$ cat config.mk
export PLATFORM = sky130hd
export DESIGN_NAME = alu_operand_regfile_flat
export DESIGN_NICKNAME = d
export VERILOG_FILES = /design/src/rtl/alu_operand_regfile_if.sv /design/src/rtl/alu_operand_regfile.sv /design/src/flat_wrapper.sv
export SDC_FILE = /design/constraint.sdc
export NUM_CORES = 2
export LEC_CHECK = 0
export ABC_CLOCK_PERIOD_IN_PS = 40800
export BUFFER_PORTS_ARGS = -buffer_cell sky130_fd_sc_hd__buf_2
export CORE_ASPECT_RATIO = 0.7
export CORE_MARGIN = 2
export CORE_UTILIZATION = 34
export CTS_BUF_LIST = sky130_fd_sc_hd__clkbuf_16
export CTS_CLUSTER_DIAMETER = 150
export DETAILED_ROUTE_END_ITERATION = 7
export PLACE_DENSITY = 0.62
export SLEW_MARGIN = 20
export SYNTH_ARGS = -nofsm -noshare
export SYNTH_HDL_FRONTEND = slang
export SYNTH_SLANG_ARGS = --single-unit
$ cat constraint.sdc
create_clock -name clk -period 40.8 [get_ports clk]
set_clock_uncertainty 0.1 [all_clocks]
set_input_delay 8.16 -clock clk [delete_from_list [all_inputs] [get_ports clk]]
set_output_delay 8.16 -clock clk [all_outputs]
set_load 0.05 [all_outputs]
$ cat src/rtl/alu_operand_regfile_if.sv
// Operand/write-back/status bundle between the ALU and its register file.
// The ALU datapath is the master; the register file is the slave.
interface alu_operand_regfile_if #(
   parameter int XLEN = 32,
   parameter int AW   = 5
);
   logic            rd_req;
   logic [AW-1:0]   rs1_addr;
   logic [AW-1:0]   rs2_addr;
   logic            wr_en;
   logic [AW-1:0]   wr_addr;
   logic [XLEN-1:0] wr_data;
   logic            st_we;
   logic [3:0]      st_in;
   logic [XLEN-1:0] a_out;
   logic [XLEN-1:0] b_out;
   logic            c_out;
   logic            op_valid;
   logic [3:0]      st_q;

   modport master (
      output rd_req, rs1_addr, rs2_addr, wr_en, wr_addr, wr_data, st_we, st_in,
      input  a_out, b_out, c_out, op_valid, st_q
   );

   modport slave (
      input  rd_req, rs1_addr, rs2_addr, wr_en, wr_addr, wr_data, st_we, st_in,
      output a_out, b_out, c_out, op_valid, st_q
   );
endinterface

$ cat src/rtl/alu_operand_regfile.sv
// Architectural register file plus status-flag store feeding the ALU.
// Operands are registered one cycle after a read request; x0 is hard-wired to zero.
module alu_operand_regfile #(
   parameter int XLEN  = 32,
   parameter int NREGS = 32,
   parameter int AW    = $clog2(NREGS)
) (
   input  logic                  clk,
   input  logic                  reset,
   alu_operand_regfile_if.slave  rf
);

   logic [XLEN-1:0] regs [NREGS];
   logic [XLEN-1:0] rs1_val;
   logic [XLEN-1:0] rs2_val;
   logic [XLEN-1:0] a_q;
   logic [XLEN-1:0] b_q;
   logic            valid_q;
   logic [3:0]      st_reg;

   // Read ports see a same-cycle write (write-first), but x0 always wins with zero.
   always_comb begin
      rs1_val = regs[rf.rs1_addr];
      if (rf.wr_en && (rf.wr_addr == rf.rs1_addr)) begin
         rs1_val = rf.wr_data;
      end
      if (rf.rs1_addr == '0) begin
         rs1_val = '0;
      end

      rs2_val = regs[rf.rs2_addr];
      if (rf.wr_en && (rf.wr_addr == rf.rs2_addr)) begin
         rs2_val = rf.wr_data;
      end
      if (rf.rs2_addr == '0) begin
         rs2_val = '0;
      end
   end

   always_ff @(posedge clk or posedge reset) begin
      if (reset) begin
         for (int i = 0; i < NREGS; i++) begin
            regs[i] <= '0;
         end
      end else if (rf.wr_en && (rf.wr_addr != '0)) begin
         regs[rf.wr_addr] <= rf.wr_data;
      end
   end

   // Operands hold their last value when no request is made; only op_valid drops.
   always_ff @(posedge clk or posedge reset) begin
      if (reset) begin
         a_q     <= '0;
         b_q     <= '0;
         valid_q <= 1'b0;
      end else begin
         valid_q <= rf.rd_req;
         if (rf.rd_req) begin
            a_q <= rs1_val;
            b_q <= rs2_val;
         end
      end
   end

   always_ff @(posedge clk or posedge reset) begin
      if (reset) begin
         st_reg <= '0;
      end else if (rf.st_we) begin
         st_reg <= rf.st_in;
      end
   end

   assign rf.a_out    = a_q;
   assign rf.b_out    = b_q;
   assign rf.op_valid = valid_q;
   assign rf.st_q     = st_reg;
   assign rf.c_out    = st_reg[1];

endmodule

$ cat src/flat_wrapper.sv
// flat-port wrapper written by rule: the top's interface ports become plain ports
module alu_operand_regfile_flat 
#(
   parameter int XLEN  = 32,
   parameter int NREGS = 32,
   parameter int AW    = $clog2(NREGS)
)
  (clk, reset, rf_rd_req, rf_rs1_addr, rf_rs2_addr, rf_wr_en, rf_wr_addr, rf_wr_data, rf_st_we, rf_st_in, rf_a_out, rf_b_out, rf_c_out, rf_op_valid, rf_st_q);
  alu_operand_regfile_if #(.XLEN(XLEN), .AW(AW)) rf_i ();
  input  logic clk;
  input  logic reset;
  input wire logic [$bits(rf_i.rd_req)-1:0] rf_rd_req;
  input wire logic [$bits(rf_i.rs1_addr)-1:0] rf_rs1_addr;
  input wire logic [$bits(rf_i.rs2_addr)-1:0] rf_rs2_addr;
  input wire logic [$bits(rf_i.wr_en)-1:0] rf_wr_en;
  input wire logic [$bits(rf_i.wr_addr)-1:0] rf_wr_addr;
  input wire logic [$bits(rf_i.wr_data)-1:0] rf_wr_data;
  input wire logic [$bits(rf_i.st_we)-1:0] rf_st_we;
  input wire logic [$bits(rf_i.st_in)-1:0] rf_st_in;
  output wire logic [$bits(rf_i.a_out)-1:0] rf_a_out;
  output wire logic [$bits(rf_i.b_out)-1:0] rf_b_out;
  output wire logic [$bits(rf_i.c_out)-1:0] rf_c_out;
  output wire logic [$bits(rf_i.op_valid)-1:0] rf_op_valid;
  output wire logic [$bits(rf_i.st_q)-1:0] rf_st_q;
  assign rf_i.rd_req = rf_rd_req;
  assign rf_i.rs1_addr = rf_rs1_addr;
  assign rf_i.rs2_addr = rf_rs2_addr;
  assign rf_i.wr_en = rf_wr_en;
  assign rf_i.wr_addr = rf_wr_addr;
  assign rf_i.wr_data = rf_wr_data;
  assign rf_i.st_we = rf_st_we;
  assign rf_i.st_in = rf_st_in;
  assign rf_a_out = rf_i.a_out;
  assign rf_b_out = rf_i.b_out;
  assign rf_c_out = rf_i.c_out;
  assign rf_op_valid = rf_i.op_valid;
  assign rf_st_q = rf_i.st_q;
  alu_operand_regfile #(.XLEN(XLEN), .NREGS(NREGS), .AW(AW)) u_core (.clk(clk), .reset(reset), .rf(rf_i));
endmodule
# Word-level counts from Yosys, hierarchy flattened
# Cells that the tools add are included.
[word_totals] latch_bits=0 input_bits=56 rom_bits=0 reg_bits=1093 out_inout_bits=70 elab_cells=65 memories=0 mem_bits_rw=0
[op_classes] n_reduce_logical=7 addsub=0 mux=13 n_bitwise=3 shifts=0 n_eq_ne=2 n_lt_le_gt_ge=4 div_mod_pow=0 multipliers=0
[ops] op="$bwmux W1024" count=1
[ops] op="$bmux W32 S5" count=2
[ops] op="$mux W32" count=9
[ops] op="$demux W32 S5" count=1
[ops] op="$ge A6 B6 Y1 const B" count=3
[ops] op="$not A5 Y6" count=3
[ops] op="$eq A5 B5 Y1" count=2
[ops] op="$logic_not A5 Y1" count=2
[ops] op="$lt A6 B1 Y1 const B" count=1
[ops] op="$reduce_bool A5 Y1" count=1
[ops] op="$logic_and A1 B1 Y1" count=4

# Logic depth before layout (Yosys ltp)
[logic_depth] word_depth=6 ltp_mapped=9 depth_no_buf=5

# Worst setup path before layout
# OpenSTA, ideal clock, no wires.
[synth_path] kind="input port to flip-flop" start="in rf_rs1_addr[2]" end="reg u_core.a_q[4], in the netlist u_core.rf.a_out[4]" cell_stages=7 arrival_time_ps=9669 required_ps=40558 path_buffers=3 setup_ps=142 slack_ps=30889 cell_sequence="buf_4 -> buf_2 -> clkbuf_1 -> mux4_2 -> a22o_1 -> a221oi_1 -> o221ai_1"
[synth_between] elab_chain_cells=6 word_cells_on_any_way=9 classes_between="eq/ne (1); mux (5); bitwise (1); reduce/logical (2)"
[synth_rtl] item="from (decl)" line="flat_wrapper.sv:13" source="input wire logic [$bits(rf_i.rs1_addr)-1:0] rf_rs1_addr;"
[synth_rtl] item="$not A5 Y6 (not written as such)" line="alu_operand_regfile.sv:23" source="rs1_val = regs[rf.rs1_addr];"
[synth_rtl] item="$bmux W32 S5" line="alu_operand_regfile.sv:23"
[synth_rtl] item="$mux W32 (not written as such) (2 in a row)" line="alu_operand_regfile.sv:23"
[synth_rtl] item="$mux W32" line="alu_operand_regfile.sv:24" source="if (rf.wr_en && (rf.wr_addr == rf.rs1_addr)) begin"
[synth_rtl] item="$mux W32 (*)" line="alu_operand_regfile.sv:27" source="if (rf.rs1_addr == '0) begin"
[synth_rtl] item="to (signal assigned)" line="alu_operand_regfile.sv:59" source="a_q <= rs1_val;"
[synth_rtl] item="to (decl)" line="alu_operand_regfile.sv:16" source="logic [XLEN-1:0] a_q;"
# Mark *: on every way between the ends. The rest lies on a longest branch, timed or not. The select of a mux whose other input is x is not followed.
# A chain may end at the register's enable or synchronous reset.

==> metrics <==
crit end category=asynchronous set/reset pin; total vias in the final route=37,100; simple-gate share of the synthesized area=0.0134; Worst Setup Start Kind=input port; CTS tree=yes; nets=3,775; CTS Buf Count=111; Remaining DRCs=0; max frequency=81.6 MHz; Reg power frac=0.463; largest net degree at the start of global routing=172; # fillers=15,800; CP Class=in2async; path type of the worst min-delay path=reg2reg; Max-Cap Viols=0; Gate power share=0.208; maximum vdd drop=36.8 uV; first-pass detailed-route iteration total=5; Crit path arrival time=12.93 ns; Reg clk slew, reported paths=0.06 ns; Clock Power Share=0.329; initial antenna violation count=8; Place WS=27.56 ns; CTS Root Cell=clkbuf_16; final wirelength=187,000 um; post-CTS sizing=0; Overall Global Routing Usage=0.215; antenna viol nets, final=0; Die X=495 um; gate count of the mapped netlist=3,841; Synth-to-Final Area Change=10.2%; clock buffer depth=3; initial drt markers=3,956; Cell Int Power=2.20 mW; port bufs=125; clock net sink count=1,093; P_sw=0.923 mW; Final Hold Viols=0; vias in the first global route=37,500; H-tree depth=3; Post-Syn Area=57,300 um2; Post-synth top flop=dfrtp_1; Sequential Area=27,400 um2; Compound-Gate Fraction of Synth Area=0.0785; gr ovfl total=0; Slew HR=0.235; Worst-Skew Late Latency=0.76 ns; critical path peak fanout=104; Synth Area per Inst=14.9 um2; switch share=0.295; Top Ports=126; ys async rst share=1.00; Fin Setup TNS=0 ns; dpl hpwl=101,000 um; Ys Warns=0; via/cell ratio=6.12; Vert. Die Dim=347 um; Slew Limit Fails=0; Setup Buffers After CTS=0; FF+latch count, synth=1,093; share of layout cells above drive strength 1=0.451; Placeable Area=168,000 um2; Post-Synth Adder-Cell Area=0; Worst EP required=41.47 ns; first-pass GRT wire length=273,000 um; R2R depth=4; multi-input combinational cell area=28,000 um2; LEAKAGE=27.0 nW; Die ar.=172,000 um2; sequential cell area fraction in the yosys report=0.477; Layout Cells excl Fill=6,055; wire per inst=30.9 um; Power Dens Cells=49.5 nW/um2; Period Utilization, post-route=0.300; hold slack=0.295 ns; Post-Syn Nets=3,897; Initial Util=0.341; cell row count=126; Final Setup Violations=0; Final Wtd Congestion=0.772; worst-margin pin slew=1.15 ns; crit path setup slack, layout=28.55 ns; Placed Cells=5,846; count of unique library cells instantiated by Yosys=40; Post-synth EDFFs=0; Synth Area in XOR/XNOR=0.00153; hold path depth=0; # hold bufs at CTS=0; RSZ-0062 raised after global routing=false; largest family of logic cells by synthesized area=multiplexers; outcome=finished clean; final worst path period need=12.25 ns; post-synthesis mux area share=0.391
## registers in the layout, indices dropped and copies added, names as in the netlist
| register | flops |
|---|---|
| u_core.regs | 1024 |
| u_core.rf.a_out | 32 |
| u_core.rf.b_out | 32 |
| u_core.rf.op_valid | 1 |
| u_core.rf.st_q | 4 |
## cells in the mapped netlist, types with 2 or more instances
library cell / number / area, um2
a21oi_1: 64 / 320
mux4_2: 384 / 8650
a221oi_1: 210 / 1840
nor2b_1: 68 / 425
a221oi_2: 46 / 691
buf_2: 118 / 591
mux2_1: 128 / 1440
nand3b_1: 4 / 30.0
dfrtp_1: 1093 / 27400
o221ai_1: 64 / 561
or4_1: 2 / 15.0
nor3b_1: 4 / 30.0
inv_1: 3 / 11.3
a22o_1: 64 / 561
buf_6: 25 / 282
and2_1: 4 / 25.0
o21ai_1: 3 / 15.0
nand2_1: 18 / 67.6
xnor2_1: 10 / 87.6
mux2i_1: 256 / 2560
clkbuf_1: 224 / 841
buf_1: 41 / 154
nor2_1: 23 / 86.3
o21a_1: 64 / 480
buf_4: 38 / 285
nand3_1: 2 / 10.0
mux2_2: 868 / 9770
## placed cells by master, fill, tap and decap left out, drive strengths merged, types with 3 or more instances in the layout
cell / instances
dfrtp: 1093
and2: 4
nand3b: 4
a21oi: 64
o21ai: 4
a221oi: 256
nand2: 18
o221ai: 64
clkbuf: 112
mux2i: 256
mux4: 384
o21a: 64
buf: 212
nor3: 3
diode: 4
bufinv: 10
xnor2: 10
clkinv: 61
a22o: 64
nor2b: 68
nor3b: 4
inv: 23
nor2: 23
mux2: 996
## kinds of logic after synthesis
logic type	Yosys count
flip-flops	1093
AND/OR/NAND/NOR	134
multiplexers	1636
buffers and inverters	450
AO/OA/AOI/OAI	518
XOR/XNOR	10
## worst max-delay path, cell delays in order
cell,delay [ns]
buf_2,0.13
inv_8,0.50
buf_4,0.88
buf_4,0.75
buf_4,0.81
buf_4,0.72
buf_4,0.70
## power by group through the flow
stage | Combinational [mW] | Sequential (mW) | Clock [mW]
floorplan | 0.481 | 1.45 | 0
global placement | 0.635 | 1.45 | 0
detailed placement | 0.651 | 1.46 | 0
CTS | 0.652 | 1.44 | 1.05
global route | 0.695 | 1.47 | 1.09
finish | 0.650 | 1.45 | 1.03
## per-layer routing
layer / global-route usage / up-vias / wire length (um)
met4: 0.0672 / 0 / 6660
met5: 0 / - / 0
met3: 0.0427 / 359 / 14400
met1: 0.310 / 20300 / 82000
li1: - / 14900 / -
met2: 0.325 / 1564 / 84000
## through the flow
step           utilization  area [um2]  power, mW
2_1_floorplan            -       57300       1.93
3_3_place_gp         0.354       59600       2.09
3_5_place_dp         0.354       59600       2.11
4_1_cts              0.376       63100       3.14
5_1_grt              0.376       63100       3.26
6_report             0.376       63100       3.13
## layout make-up
class | instances | share of cell area
Sequential cell | 1093 | 0.433
Clock buffer | 112 | 0.0444
Inverter | 3 | 0.000297
Antenna cell | 4 | 0.000159
Timing Repair Buffer | 212 | 0.0214
Multi-Input combinational cell | 2298 | 0.444
Tap cell | 2240 | 0.0444
Clock inverter | 93 | 0.0122
## worst paths after layout
check                                 startpoint             endpoint  slack (ns)
worst max-delay path                       reset     u_core.regs[440]       28.55
worst min-delay path            u_core.regs[993]     u_core.regs[993]        0.30
worst max register to register   u_core.regs[10]  u_core.rf.b_out[10]       38.86
worst min register to register  u_core.regs[993]     u_core.regs[993]        0.30
max in group clk                  rf_rs2_addr[0]  u_core.rf.b_out[28]       28.70
min in group asynchronous                  reset     u_core.regs[750]        7.47
Power figures use the tool's default switching activity.
